--- src/rtl/ram8_stream_ctrl.sv ---
// Streaming front end for an 8-word RAM: fill mode writes an incoming valid/ready
// stream to addresses 0..7, dump mode sweeps 0..7 and streams the RAM output downstream.
module ram8_stream_ctrl #(
    parameter int WIDTH  = 16,
    parameter int ADDR_W = 3
) (
    input  logic              clk,
    input  logic              reset,
    input  logic              start_fill,
    input  logic              start_dump,
    input  logic [WIDTH-1:0]  s_in,
    input  logic              s_valid,
    output logic              s_ready,
    output logic [WIDTH-1:0]  m_out,
    output logic              m_valid,
    input  logic              m_ready,
    output logic [WIDTH-1:0]  ram_in,
    output logic [ADDR_W-1:0] ram_address,
    output logic              ram_load,
    input  logic [WIDTH-1:0]  ram_out,
    output logic              busy,
    output logic              done
);

    typedef enum logic [1:0] {
        IDLE = 2'b00,
        FILL = 2'b01,
        DUMP = 2'b10
    } state_t;

    localparam logic [ADDR_W-1:0] PTR_LAST = {ADDR_W{1'b1}};
    localparam logic [ADDR_W-1:0] PTR_ONE  = {{(ADDR_W-1){1'b0}}, 1'b1};

    state_t            state_r;
    state_t            state_nxt_s;
    logic [ADDR_W-1:0] ptr_r;
    logic [ADDR_W-1:0] ptr_nxt_s;
    logic              done_r;
    logic              done_nxt_s;
    logic              fill_s;
    logic              dump_s;

    // State, pointer and done-pulse registers
    always_ff @(posedge clk) begin
        if (reset) begin
            state_r <= IDLE;
            ptr_r   <= {ADDR_W{1'b0}};
            done_r  <= 1'b0;
        end else begin
            state_r <= state_nxt_s;
            ptr_r   <= ptr_nxt_s;
            done_r  <= done_nxt_s;
        end
    end

    // Next-state logic; a beat at the last address ends the sweep and rewinds ptr
    always_comb begin
        state_nxt_s = state_r;
        ptr_nxt_s   = ptr_r;
        done_nxt_s  = 1'b0;
        case (state_r)
            IDLE: begin
                if (start_fill) begin
                    state_nxt_s = FILL;
                    ptr_nxt_s   = {ADDR_W{1'b0}};
                end else if (start_dump) begin
                    state_nxt_s = DUMP;
                    ptr_nxt_s   = {ADDR_W{1'b0}};
                end else begin
                    state_nxt_s = IDLE;
                end
            end
            FILL: begin
                if (s_valid) begin
                    if (ptr_r == PTR_LAST) begin
                        state_nxt_s = IDLE;
                        ptr_nxt_s   = {ADDR_W{1'b0}};
                        done_nxt_s  = 1'b1;
                    end else begin
                        ptr_nxt_s = ptr_r + PTR_ONE;
                    end
                end else begin
                    ptr_nxt_s = ptr_r;
                end
            end
            DUMP: begin
                if (m_ready) begin
                    if (ptr_r == PTR_LAST) begin
                        state_nxt_s = IDLE;
                        ptr_nxt_s   = {ADDR_W{1'b0}};
                        done_nxt_s  = 1'b1;
                    end else begin
                        ptr_nxt_s = ptr_r + PTR_ONE;
                    end
                end else begin
                    ptr_nxt_s = ptr_r;
                end
            end
            default: begin
                state_nxt_s = IDLE;
                ptr_nxt_s   = {ADDR_W{1'b0}};
                done_nxt_s  = 1'b0;
            end
        endcase
    end

    // Handshake strobes are masked by reset so no RAM write lands on a reset edge
    assign fill_s      = (state_r == FILL) & ~reset;
    assign dump_s      = (state_r == DUMP) & ~reset;
    assign s_ready     = fill_s;
    assign ram_load    = fill_s & s_valid;
    assign m_valid     = dump_s;
    assign busy        = (state_r != IDLE) & ~reset;
    assign done        = done_r;
    assign m_out       = ram_out;
    assign ram_in      = s_in;
    assign ram_address = ptr_r;

endmodule

--- config.mk ---
export PLATFORM = sky130hd
export DESIGN_NAME = ram8_stream_ctrl
export DESIGN_NICKNAME = d
export VERILOG_FILES = /design/src/rtl/ram8_stream_ctrl.sv
export SDC_FILE = /design/constraint.sdc
export NUM_CORES = 1
export LEC_CHECK = 0
export ABC_CLOCK_PERIOD_IN_PS = 4900
export CAP_MARGIN = 20
export CORE_ASPECT_RATIO = 0.9
export CORE_UTILIZATION = 29
export CTS_CLUSTER_DIAMETER = 50
export DETAILED_ROUTE_END_ITERATION = 8
export PLACE_DENSITY = 0.84
export SLEW_MARGIN = 20
export SYNTH_ARGS = -nofsm -noshare
export SYNTH_HDL_FRONTEND = slang
export SYNTH_SLANG_ARGS = --single-unit
--- constraint.sdc ---
create_clock -name clk -period 4.9 [get_ports clk]
set_clock_uncertainty 0.05 [all_clocks]
set_input_delay 0.49 -clock clk [delete_from_list [all_inputs] [get_ports clk]]
set_output_delay 0.49 -clock clk [all_outputs]
set_load 0.01 [all_outputs]
---- After elaboration in Yosys (flattened, before gate mapping) ----
Index checks and enable logic that the tools add are counted.
operators by class
  add/sub/neg operators ................... 1
  eq/ne operators ......................... 6
  muxes and demuxes ....................... 16
  bitwise operators ....................... 5
  reductions and logical operators ........ 4
operators with widths
  kind                                           count
  2-to-1 mux 3 bit                               5
  2-to-1 mux 2 bit                               5
  case mux 3 bit (3 select lines)                1
  case mux 2 bit (3 select lines)                1
  AND 1 bit                                      4
  != test 2 bit, second input constant           2
  adder 3 x 1 -> 3 bit, second input constant    1
  == test 3 bit, second input constant           1
  2-to-1 mux 1 bit                               3
  != test 3 bit, second input constant           1
  AND reduction 3 bit                            1
  == test 2 x 1 -> 1 bit, second input constant  1
  == test 2 bit, second input constant           1
  zero test 2 bit                                1
  case mux 1 bit (2 select lines)                1
  AND reduction 2 bit                            1
  nonzero test 2 bit                             1
  inverter 1 bit                                 1
storage, ports and cells
  flip-flop bits (word level) ............. 6
  input port bits ......................... 38
  output and inout bits ................... 40
  word-level logic and storage cells ...... 35

---- Longest topological paths before layout ----
  word-level depth ........................ 4
  gate-level depth with buffers ........... 5
  gate-level depth less buffers ........... 5

---- Worst setup path before layout ----
No wires, ideal clock.
  kind .................................... input to output
  start point ............................. input port reset
  end point ............................... output port ram_load
  arrival ................................. 1.098 ns
  data required time ...................... 4.360 ns
  setup slack ............................. 3.262 ns
  stages .................................. 3
  path buffers ............................ 1
  cells stage by stage .................... clkbuf_1 > nor2b_1 > and2_1
on the way
  longest elaborated chain between the ends .. 3
ends and longest elaborated chain
  item                line  source
  start: declaration  8     input logic reset,
  inverter 1 bit      108   assign fill_s = (state_r == FILL) & ~reset;
  AND 1 bit           108
  named net s_ready   13    output logic s_ready,
  AND 1 bit           111   assign ram_load = fill_s & s_valid;
  end: declaration    19    output logic ram_load,
The timed path passes the listed nets, and every way through them passes these cells.

---- Worst setup path after layout ----
  start point ............................. input port reset
  end point ............................... output port ram_load
on the way
  longest elaborated chain between the ends .. 3
ends and longest elaborated chain
  item            line
  inverter 1 bit  108
  AND 1 bit       108
  AND 1 bit       111
No other way between the ends.

==> impl_metrics.py <==
metrics = {
    "status": {
        "status": "finished, final reports clean",
    },
    "logic_synthesis": {
        "synth_nets": 122,
        "syn_area_per_cell_um2": 8.47,
        "synth_cell_types": 24,
        "ys_seq_area_share_pct": 17.9,
        "synth_top_area_share_pct": 35.9,
        "ys.warnings.count": 0,
        "synth-seq-cells": 6,
        "synth_area_leader_cell": "buf_4",
        "synth_area_leaders": "buf_4 (36%), dfxtp_1 (18%), ha_1 (9.3%), o31ai_1 (5.6%), nor2b_4 (4.1%)",
        "netlist_instances": 79,
        "syn-cell-area_um2": 669,
    },
    "setup_path": {
        "worstPathMaxFanout": 10,
        "start_kind": "primary input",
        "cp-end-kind": "primary output",
        "critPathSlowestCell": "clkdlybuf4s50_1",
        "cp_cell_sequence": "clkdlybuf4s50_1 > nor2b_1 > and2_1 > clkdlybuf4s50_1",
        "crit_required_ns": 4.36,
        "path_class": "in2out",
        "crit_arrival_ns": 1.97,
        "cp_common_cell": "clkdlybuf4s50_1",
        "max_stage_delay_ns": 0.60,
        "r2r_cells": 5,
    },
    "routing": {
        "vias": 432,
        "ant_nets": 0,
        "drc": 0,
        "avgRoutedWirePerCell_um": 12.6,
        "via_per_inst": 4.85,
        "wl_um": 1120,
        "firstDrtPassIters": 1,
        "drt_iter0_drc": 0,
    },
    "cts": {
        "htreeDepth": 1,
        "cts_resized": 0,
        "cts_tree": "done",
        "postCtsHoldBufs": 0,
        "clockBufferDepth": 2,
        "cts_made_buffers": 3,
        "clkLatencyLatePin_ns": 0.25,
        "path_clk_slew_ns": 0.04,
        "cts_sinks": 6,
        "clockRootBuffer": "clkbuf_4",
        "cts_setup_buffers": 0,
    },
    "layout": {
        "mostFrequentLayoutCells": "clkdlybuf4s50_1 (13), dfxtp_1 (6), o31ai_1 (5), ha_1 (5), nand2_1 (4)",
        "nFillCells": 238,
        "n_antenna_cell": 0,
        "fin_nets": 107,
        "regArea_um2": 120,
        "multi_input_area_um2": 294,
        "final_common_cell": "clkdlybuf4s50_1",
        "final_util_pct": 28.0,
        "drive_gt1_share_pct": 11.3,
        "area_growth_pct": -8.60,
        "stdcell_area_um2": 612,
    },
    "global_routing": {
        "grt_max_degree": 11,
        "antenna_found_initial": 0,
        "gr-total-overflow": 0,
        "grt_use_total_pct": 10.2,
        "grt_pass1_wl_um": 1720,
        "grt_pass1_vias": 411,
    },
    "worst_hold_path": {
        "hold_class": "reg2reg",
        "hold_depth": 2,
    },
    "floorplan": {
        "rows": 16,
        "start_util_pct": 30.7,
        "die_height_um": 47.6,
        "die_x_um": 52.6,
        "core_area_um2": 2180,
        "die_area_um2": 2500,
        "io_pins": 78,
    },
    "timing": {
        "clock.fmax_ghz": 0.399,
        "whs_ns": 0.448,
        "post-route-period-util_pct": 51.1,
        "relSlewSlack_pct": 67.4,
        "timing.setup.tns_ns": 0,
        "hold_viol": 0,
        "slew_violations": 0,
        "period_needed_ns": 2.51,
        "tightest_slew_ns": 0.488,
        "setup_violations": 0,
        "rsz0062_at_grt": "false",
    },
    "place": {
        "gp_congestion": 0.790,
        "dpl.hpwl_um": 913,
        "io_buffers": 13,
        "place_area_um2": 589,
    },
    "job": {
        "cap_violations": 0,
    },
    "pwr": {
        "ir_worst_vdd_mv": 0.133,
        "power_w": 0.000161,
        "leakagePower_nw": 0.240,
        "power.density_nw_per_um2": 264,
    },
}
cell usage after synthesis:
| cell | count |
|---|---|
| a21oi_1 | 2 |
| and2_1 | 1 |
| and3b_1 | 1 |
| buf_4 | 32 |
| clkbuf_1 | 1 |
| dfxtp_1 | 6 |
| ha_1 | 5 |
| inv_1 | 3 |
| mux2i_1 | 1 |
| nand2_1 | 4 |
| nand2b_1 | 1 |
| nand4_1 | 1 |
| nor2_1 | 1 |
| nor2b_1 | 2 |
| nor2b_2 | 1 |
| nor2b_4 | 2 |
| nor3_1 | 1 |
| nor3b_1 | 1 |
| o311ai_1 | 3 |
| o31ai_1 | 5 |
| or2_1 | 1 |
| or2b_1 | 2 |
| or3_4 | 1 |
| or4_1 | 1 |
power by group:
part	leakage (nW)	switching [W]	internal (W)	total, W
logic	0.177	0.0000277	0.0000322	0.0000599
clock network	0.0138	0.0000173	0.0000277	0.0000450
registers	0.0487	0.00000341	0.0000531	0.0000565
total	0.240	0.0000484	0.000113	0.000161
sequential cells by signal, indices dropped and copies added, names as in the netlist:
name	flops
done	1
ram_address	3
state_r	2
final timing paths:
check | start | end | slack, ns
setup reg to reg | state_r[0] | state_r[0] | 3.16
hold / removal | state_r[0] | state_r[0] | 0.45
hold reg to reg | state_r[0] | state_r[0] | 0.45
setup / recovery | reset | ram_load | 2.39
area by class of cell:
class                   instances  area share, %
well taps                      27           5.52
clock buffers                   3           3.68
multi-input cells              37           48.1
repair buffers                 13           21.3
flip-flops and latches          6           19.6
inverters                       3           1.84
metal layers:
layer	up-vias	routed length (um)	global-route usage, %
li1	203	-	-
met1	186	408	8.49
met2	31	512	16.5
met3	12	168	7.94
met4	0	33	8.42
met5	-	0	0
logic make-up (layout without fill, tap and decap cells):
logic type,count (synthesis),in the layout,synth area share [%]
flip-flops,6,6,17.9
multiplexers,1,1,1.50
AO/OA/AOI/OAI,10,10,11.0
AND/OR/NAND/NOR,21,21,22.1
adder cells (fa/ha/maj),5,5,9.35
buffers and inverters,36,19,38.1
critical path: cells and delay by family:
| family | cells | cell delay [ns] |
|---|---|---|
| buf+inv | 2 | 1.12 |
| simple gates | 2 | 0.35 |
metrics by stage:
stage / setup slack (ns) / std cells
4_1_cts: 2.38 / 89
3_5_place_dp: 2.39 / 86
3_3_place_gp: 2.44 / 86
6_report: 2.39 / 89
5_1_grt: 2.28 / 89
2_1_floorplan: 3.26 / 79
(Power assumes the default switching activity.)
